`config.mk`:
```
export PLATFORM = sky130hd
export DESIGN_NAME = mips_fetch_unit
export DESIGN_NICKNAME = d
export VERILOG_FILES = /design/src/rtl/mips_fetch_unit.sv
export SDC_FILE = /design/constraint.sdc
export NUM_CORES = 1
export LEC_CHECK = 0
export ABC_AREA = 1
export CORE_MARGIN = 5
export CORE_UTILIZATION = 48
export CTS_BUF_LIST = sky130_fd_sc_hd__clkbuf_8
export DETAILED_ROUTE_END_ITERATION = 6
export PLACE_DENSITY = 0.87
export SLEW_MARGIN = 20
export SYNTH_ARGS = -nofsm -noshare
export SYNTH_HDL_FRONTEND = slang
export SYNTH_SLANG_ARGS = --single-unit
```
`constraint.sdc`:
```
create_clock -name clk -period 4.4 [get_ports clk]
set_clock_uncertainty 0.15 [all_clocks]
set_input_delay 1.32 -clock clk [delete_from_list [all_inputs] [get_ports clk]]
set_output_delay 1.32 -clock clk [all_outputs]
set_load 0.02 [all_outputs]
```
`src/rtl/mips_fetch_unit.sv`:
```
// Instruction-fetch stage: holds the PC, fetches through a ready/req handshake
// and selects the next PC from the decoder's jump/branch controls.
module mips_fetch_unit #(
   parameter logic [31:0] RESET_PC = 32'h0000_0000
) (
   input  logic        clk,
   input  logic        rst_n,
   output logic        IM_req,
   output logic [31:0] IM_addr,
   input  logic [31:0] IM_rdata,
   input  logic        IM_ready,
   input  logic        stall,
   input  logic        Jump,
   input  logic        Branch,
   input  logic        NEqual,
   input  logic        Jr,
   input  logic        zero,
   input  logic [31:0] rs_data,
   output logic [31:0] instr,
   output logic [5:0]  opcode,
   output logic [5:0]  funct,
   output logic        instr_valid,
   output logic [31:0] pc,
   output logic [31:0] pc_plus4
);

   localparam int unsigned XLEN = 32;

   typedef enum logic [1:0] {
      IDLE  = 2'd0,
      FETCH = 2'd1,
      EXEC  = 2'd2
   } state_t;

   state_t state, state_next;

   logic            req_next;
   logic            valid_next;
   logic            capture;
   logic            advance;
   logic [XLEN-1:0] branch_off;
   logic [XLEN-1:0] next_pc;

   // State register
   always_ff @(posedge clk or negedge rst_n) begin
      if (!rst_n) state <= IDLE;
      else        state <= state_next;
   end

   // Next-state logic
   always_comb begin
      state_next = state;
      unique case (state)
         IDLE:    state_next = FETCH;
         FETCH:   if (IM_ready) state_next = EXEC;
         EXEC:    if (!stall)   state_next = FETCH;
         default: state_next = IDLE;
      endcase
   end

   // Output/strobe logic; req and valid are registered from the next state
   always_comb begin
      req_next   = (state_next == FETCH);
      valid_next = (state_next == EXEC);
      capture    = (state == FETCH) && IM_ready;
      advance    = (state == EXEC) && !stall;
   end

   // Next-PC select: jr > j > taken branch > sequential, all mod 2^32
   always_comb begin
      branch_off = {{14{instr[15]}}, instr[15:0], 2'b00};
      if (Jr)
         next_pc = rs_data & 32'hFFFF_FFFC;
      else if (Jump)
         next_pc = {pc_plus4[31:28], instr[25:0], 2'b00};
      else if (Branch && (zero ^ NEqual))
         next_pc = XLEN'(pc_plus4 + branch_off);
      else
         next_pc = pc_plus4;
   end

   always_ff @(posedge clk or negedge rst_n) begin
      if (!rst_n) begin
         pc          <= RESET_PC;
         instr       <= '0;
         IM_req      <= 1'b0;
         instr_valid <= 1'b0;
      end else begin
         IM_req      <= req_next;
         instr_valid <= valid_next;
         if (capture) instr <= IM_rdata;
         if (advance) pc    <= next_pc;
      end
   end

   assign IM_addr  = pc;
   assign pc_plus4 = XLEN'(pc + 32'd4);
   assign opcode   = instr[31:26];
   assign funct    = instr[5:0];

endmodule
```
==> out/qor.yml, run 1 <==
placed_design:
  placed_area_um2: 8460
  port_buffers: 206
  place_hpwl_mm: 18.4
  globalplace.congestion: 0.950
  place_ws_ps: 567
die:
  die_y_um: 126
  core-area_um2: 13200
  dieArea_um2: 15900
  start_util_pct: 48.9
  row_count: 42
  ios: 215
  fp.dieW_um: 126
route:
  wl_mm: 22.9
  num_vias: 7352
  wl_per_cell_um: 17.1
  via_per_inst: 5.48
  drt_iter0_drc: 788
  drc: 0
  drtPass1Iterations: 6
  postRouteAntennaNets: 0
setup_path:
  worstPathArrival_ps: 2720
  worstPathRequired_ps: 2930
  reg2reg_depth: 19
  cp-end-kind: "output port"
  path_max_fanout: 6
  critPathLaunchType: "flop"
  worst_r2r_startpoint: "IM_addr[3]"
  setup.worst_path.start: "IM_addr[6]"
  crit_type: "reg2out"
pwr:
  finalPower_uw: 7720
  powerDensity_nw_per_um2: 890
  p_leak_uw: 0.00421
  ir_worst_vdd_uv: 542
synthesis:
  synth-seq-cells: 66
  yosysWarningCount: 0
  synth_top_flop_cell: "dfrtp_1"
  netlist-cell-type-count: 42
  ys_seq_area_share_pct: 25.5
  ys_top_cells_by_count: "nand2_1, nor2_1, inv_1, nand3_1, a21oi_1"
  netlist_top_cells_area: "dfrtp_1, nand2_1, ha_1, nor2_1, inv_1"
  syn_inst: 993
  synth_area_um2: 6470
  synthArstFlopShare_pct: 100
  postSynthAreaPerCell_um2: 6.52
  yosys.cell_count.top_type: "nand2_1"
  yosysTopAreaCellShare_pct: 25.5
  synth_edf_count: 0
  synth_top_cell_by_area: "dfrtp_1"
cells_and_area:
  multiInputGateArea_um2: 3970
  layout-drive-gt1-share_pct: 7.30
  regArea_um2: 1650
  fin_nets: 1271
  syn_to_final_growth_pct: 34.0
  antenna_cells: 0
  fill_cells: 1161
  fin_area_um2: 8670
clocking:
  htreeDepth: 3
  clock_path_buffers: 2
  clock_latency_ps: 350
  postCtsHoldBufs: 0
  post-cts-setup-buffers: 0
  clk_root_buffer_cell: "clkbuf_8"
  cts_buffers: 9
  cts_tree: "built"
  path_clk_slew_ps: 70
  clkSinkCount: 66
worst_hold_path:
  min_from: "instr[28]"
  hold_class: "reg2reg"
  holdPathStages: 1
global_routing:
  grt_pass1_wl_mm: 37.0
  grt_overflow: 0
  grt_start_max_net_pins: 47
  antenna_found_initial: 0
  grt_util_all_layers_pct: 28.6
  grt_pass1_vias: 7229
sta:
  max_slew_margin_pct: 39.6
  slew_viol_final: 0
  tns_ps: 0
  hold_viol_final: 0
  period_share_pct: 95.3
  layout_min_cycle_time_ps: 4190
  worst_pin_slew_ps: 905
  rsz0062_at_grt: "no"
  fin_hold_ws_ps: 399
  setup_violations: 0
  fmaxAchievable_mhz: 239
  setup_ws_ps: 207
run:
  maxCapViolations: 0
outcome:
  run_status: "finished, final reports clean"
[through the flow]
stage               util, %  instances
floorplan                 -        998
global placement       63.9       1326
detailed placement     63.9       1326
CTS                    65.5       1341
global route           65.5       1341
finish                 65.5       1341
[cell usage in the layout (no fill, tap or decap), types with 3 or more instances in the layout]
cell | netlist | routed
nor3_1 | 12 | 12
inv_1 | 103 | 104
a21oi_1 | 67 | 67
o21bai_1 | 7 | 7
nand4_1 | 15 | 15
mux2_2 | 30 | 30
xnor2_1 | 5 | 5
conb_1 | 1 | 6
o21ai_0 | 35 | 35
xor2_1 | 16 | 16
dfrtp_1 | 66 | 66
buf_4 | 48 | 15
nand2_2 | 3 | 3
o211ai_1 | 8 | 8
nor3_2 | 3 | 3
ha_1 | 36 | 36
o21ai_1 | 6 | 6
inv_2 | 7 | 7
nand3b_1 | 5 | 5
a21o_1 | 4 | 4
nor2_1 | 111 | 111
clkdlybuf4s50_1 | 0 | 204
clkbuf_8 | 0 | 9
nor2_2 | 4 | 4
clkinv_1 | 4 | 4
o22ai_1 | 4 | 4
nand3_1 | 69 | 68
nand2_1 | 285 | 285
[cell families (layout without fill, tap and decap cells)]
logic type	count (synthesis)	after routing	synth area share (%)
AO/OA/AOI/OAI	138	138	11.8
XOR/XNOR	21	21	2.84
adder cells (fa/ha/maj)	37	37	7.27
buffers and inverters	184	351	13.5
flip-flops	66	66	25.5
multiplexers	30	30	5.22
other	1	6	0.0579
AND/OR/NAND/NOR	516	516	33.8
[per-layer routing]
| metal | up-vias | track usage [%] | share of wire, % |
|---|---|---|---|
| met2 | 429 | 48.4 | 48 |
| met4 | 0 | 7.70 | 2.0 |
| met1 | 3372 | 36.9 | 39 |
| li1 | 3508 | - | - |
| met5 | - | 0 | 0 |
| met3 | 43 | 6.52 | 11 |
[state kept, by name, indices dropped and copies added, names as in the netlist]
register / count
state: 2
instr: 32
instr_valid: 1
IM_addr: 30
IM_req: 1
[cell type report]
cell class	instances	share of cell area, %
clock buffers	9	1.43
clock inverters	6	0.967
inverters	114	4.94
multi-input cells	748	45.8
flip-flops and latches	66	19.0
well taps	176	2.54
repair buffers	222	25.3
[critical path: stages, from the launching register on]
cell and delay [ps]:
dfrtp_1 520, nand2_1 170, nor3_2 270, nand2_1 130, nor2_2 180, xor2_1 400, clkdlybuf4s50_1 700
[final timing paths]
check | endpoint | slack, ps
setup / recovery | pc_plus4[14] | 210
hold / removal | instr[28] | 400
setup reg to reg | IM_addr[26] | 610
hold reg to reg | instr[28] | 400
max in group asynchronous | IM_addr[27] | 2230
min in group asynchronous | IM_req | 920
[power by group]
group          internal, uW  leakage (uW)  switching (uW)
sequential              904      0.000789             473
clock                   313      0.000103             244
combinational          2350       0.00332            3430
[what timing repair did]
item,CTS,global route
endpoints found under the setup margin,0,1
resized for setup,0,1
endpoints found under the hold margin,0,0
(Power assumes the default switching activity.)
==> inputs of run 2 (changes only) <==
SKIP_LAST_GASP = 1   (was not set)
==> results of run 2 <==
No change in the layout: final DEF, timing and power equal those of run 1.
==> inputs of run 3 (changes only) <==
CORE_MARGIN = 2   (was 5)
==> out/qor.yml, run 3 (same netlist as run 1, synthesis figures left out) <==
outcome:
  run_status: "finished, final reports clean"
cells_and_area:
  fin_nets: 1271  # unchanged
  layout-drive-gt1-share_pct: 7.30  # unchanged
  largest_reg_flops: 32  # unchanged
  final_core_util_pct: 65.5  # about the same
  fill_cells: 1163  # +0.17%
  syn_to_final_growth_pct: 33.5
  final_cell_mix: "nand2_1, clkdlybuf4s50_1, nor2_1"
  top_register: "instr"
  antenna_cells: 0  # unchanged
  layout_commonest_cell: "nand2_1"
clocking:
  cts_buffers: 9  # unchanged
  postCtsHoldBufs: 0  # unchanged
  cts_tree: "built"
  path_clk_slew_ps: 70  # about the same
  clk_root_buffer_cell: "clkbuf_8"
  clkSinkCount: 66  # unchanged
  clock_latency_ps: 360  # about the same
  htreeDepth: 3  # unchanged
  clock_path_buffers: 2  # unchanged
  post-cts-setup-buffers: 0  # unchanged
setup_path:
  crit_type: "reg2out"
  crit_chain: "nand2_1, nor3_2, nand2_1, nor3_1, xor2_1, clkdlybuf4s50_1"
  worstPathRequired_ps: 2930  # about the same
  worstPathArrival_ps: 2750  # +30 ps
  critPathLaunchType: "flop"
  slowest_stage: "clkdlybuf4s50_1"
  cp-end-kind: "output port"
  cpMostUsedCell: "nand2_1"
  reg2reg_depth: 19  # unchanged
  path_depth: 6  # unchanged
  crit_family: "simple AND/OR/NAND/NOR gates"
  critical_path_buf_inv_count: 1  # unchanged
  path_max_fanout: 6  # unchanged
  slowest_delay_ps: 680  # -20 ps
sta:
  setup_ws_ps: 185  # -22.8 ps
  hold_viol_final: 0  # unchanged
  max_slew_margin_pct: 50.6  # +11 points
  fmaxAchievable_mhz: 237  # -0.54%
  setup_violations: 0  # unchanged
  slew_viol_final: 0  # unchanged
  tns_ps: 0  # unchanged
  worst_pin_slew_ps: 740  # -165 ps
  period_share_pct: 95.8  # +0.52 points
  layout_min_cycle_time_ps: 4220  # +22.8 ps
  rsz0062_at_grt: "no"
run:
  maxCapViolations: 0  # unchanged
global_routing:
  grt_start_max_net_pins: 47  # unchanged
  grt_util_all_layers_pct: 30.9  # +2.3 points
  grt_pass1_vias: 7023  # -2.8%
  grt_pass1_wl_mm: 35.2  # -4.9%
  antenna_found_initial: 0  # unchanged
  grt_overflow: 0  # unchanged
placed_design:
  port_buffers: 206  # unchanged
  place_ws_ps: 530  # -37.1 ps
  globalplace.congestion: 1.01  # +6.3%
  place_hpwl_mm: 17.8  # -3.3%
route:
  via_per_inst: 5.52  # +0.67%
  drt_iter0_drc: 801  # +1.6%
  wl_mm: 22.2  # -3.4%
  drc: 0  # unchanged
  wl_per_cell_um: 16.5  # -3.4%
  num_vias: 7401  # +0.67%
  postRouteAntennaNets: 0  # unchanged
  drtPass1Iterations: 6  # unchanged
pwr:
  powerDensity_nw_per_um2: 883  # -0.78%
  p_leak_uw: 0.00420  # about the same
  ir_worst_vdd_uv: 453  # -16%
  finalPower_uw: 7630  # -1.1%
die:
  fp.dieW_um: 120  # -4.8%
  row_count: 42  # unchanged
  start_util_pct: 49.1  # +0.19 points
  ios: 215  # unchanged
  core-area_um2: 13200  # -0.40%
  dieArea_um2: 14400  # -9.3%
  die_y_um: 120  # -4.8%
worst_hold_path:
  hold_class: "reg2reg"
  holdPathStages: 1  # unchanged
## run 3: changes by cell type in the layout (fill, tap and decap cells not counted)
cell        previous run  this run
buf_12                 1         0
buf_4                 15        16
bufinv_16              2         1
clkbuf_8               9        10
clkinv_2               1         2
clkinvlp_4             2         0
inv_1                104       105
nand3_1               68        67
nand3_2                1         2
## run 3: metal layers
| layer | share of wire, % | track usage [%] | vias to the layer above |
|---|---|---|---|
| met3 | 11 | 7.70 | 58 |
| met2 | 47 | 51.4 | 451 |
| met1 | 39 | 39.0 | 3383 |
| li1 | - | - | 3509 |
| met4 | 2.9 | 10.7 | 0 |
| met5 | 0 | 0 | - |
## run 3: repair_timing
| item | in CTS | in global routing |
|---|---|---|
| setup endpoints to repair | 0 | 1 |
| resized for setup | 0 | 2 |
| hold endpoints to repair | 0 | 0 |
## run 3: final timing paths
kind	slack [ps]	start	to
min in group asynchronous	760	rst_n	state[0]
worst max-delay path	180	IM_addr[6]	pc_plus4[22]
max in group asynchronous	2580	rst_n	instr[15]
worst min register to register	390	instr[31]	instr[31]
worst max register to register	620	IM_addr[2]	IM_addr[26]
worst min-delay path	390	instr[31]	instr[31]
## run 3: final cells by class
cell class                 count  area (um2)  area share [%]
clock inverter                 5        47.5           0.550
inverter                     114         428            4.95
sequential                    66        1650            19.1
timing repair buffer         222        2180            25.2
tap                          176         220            2.55
multi-input combinational    748        3980            46.0
clock buffer                  10         138            1.59
## run 3: power by group
group / internal [uW] / switching (uW)
Combinational: 2340 / 3410
Clock: 268 / 239
Sequential: 904 / 469
## run 3: metrics by stage
step                cells  hold WS, ps  cell area [um2]
floorplan             998          345             6490
global placement     1326          368             8450
detailed placement   1326          372             8450
CTS                  1341          390             8630
global route         1341          412             8640
finish               1341          387             8640
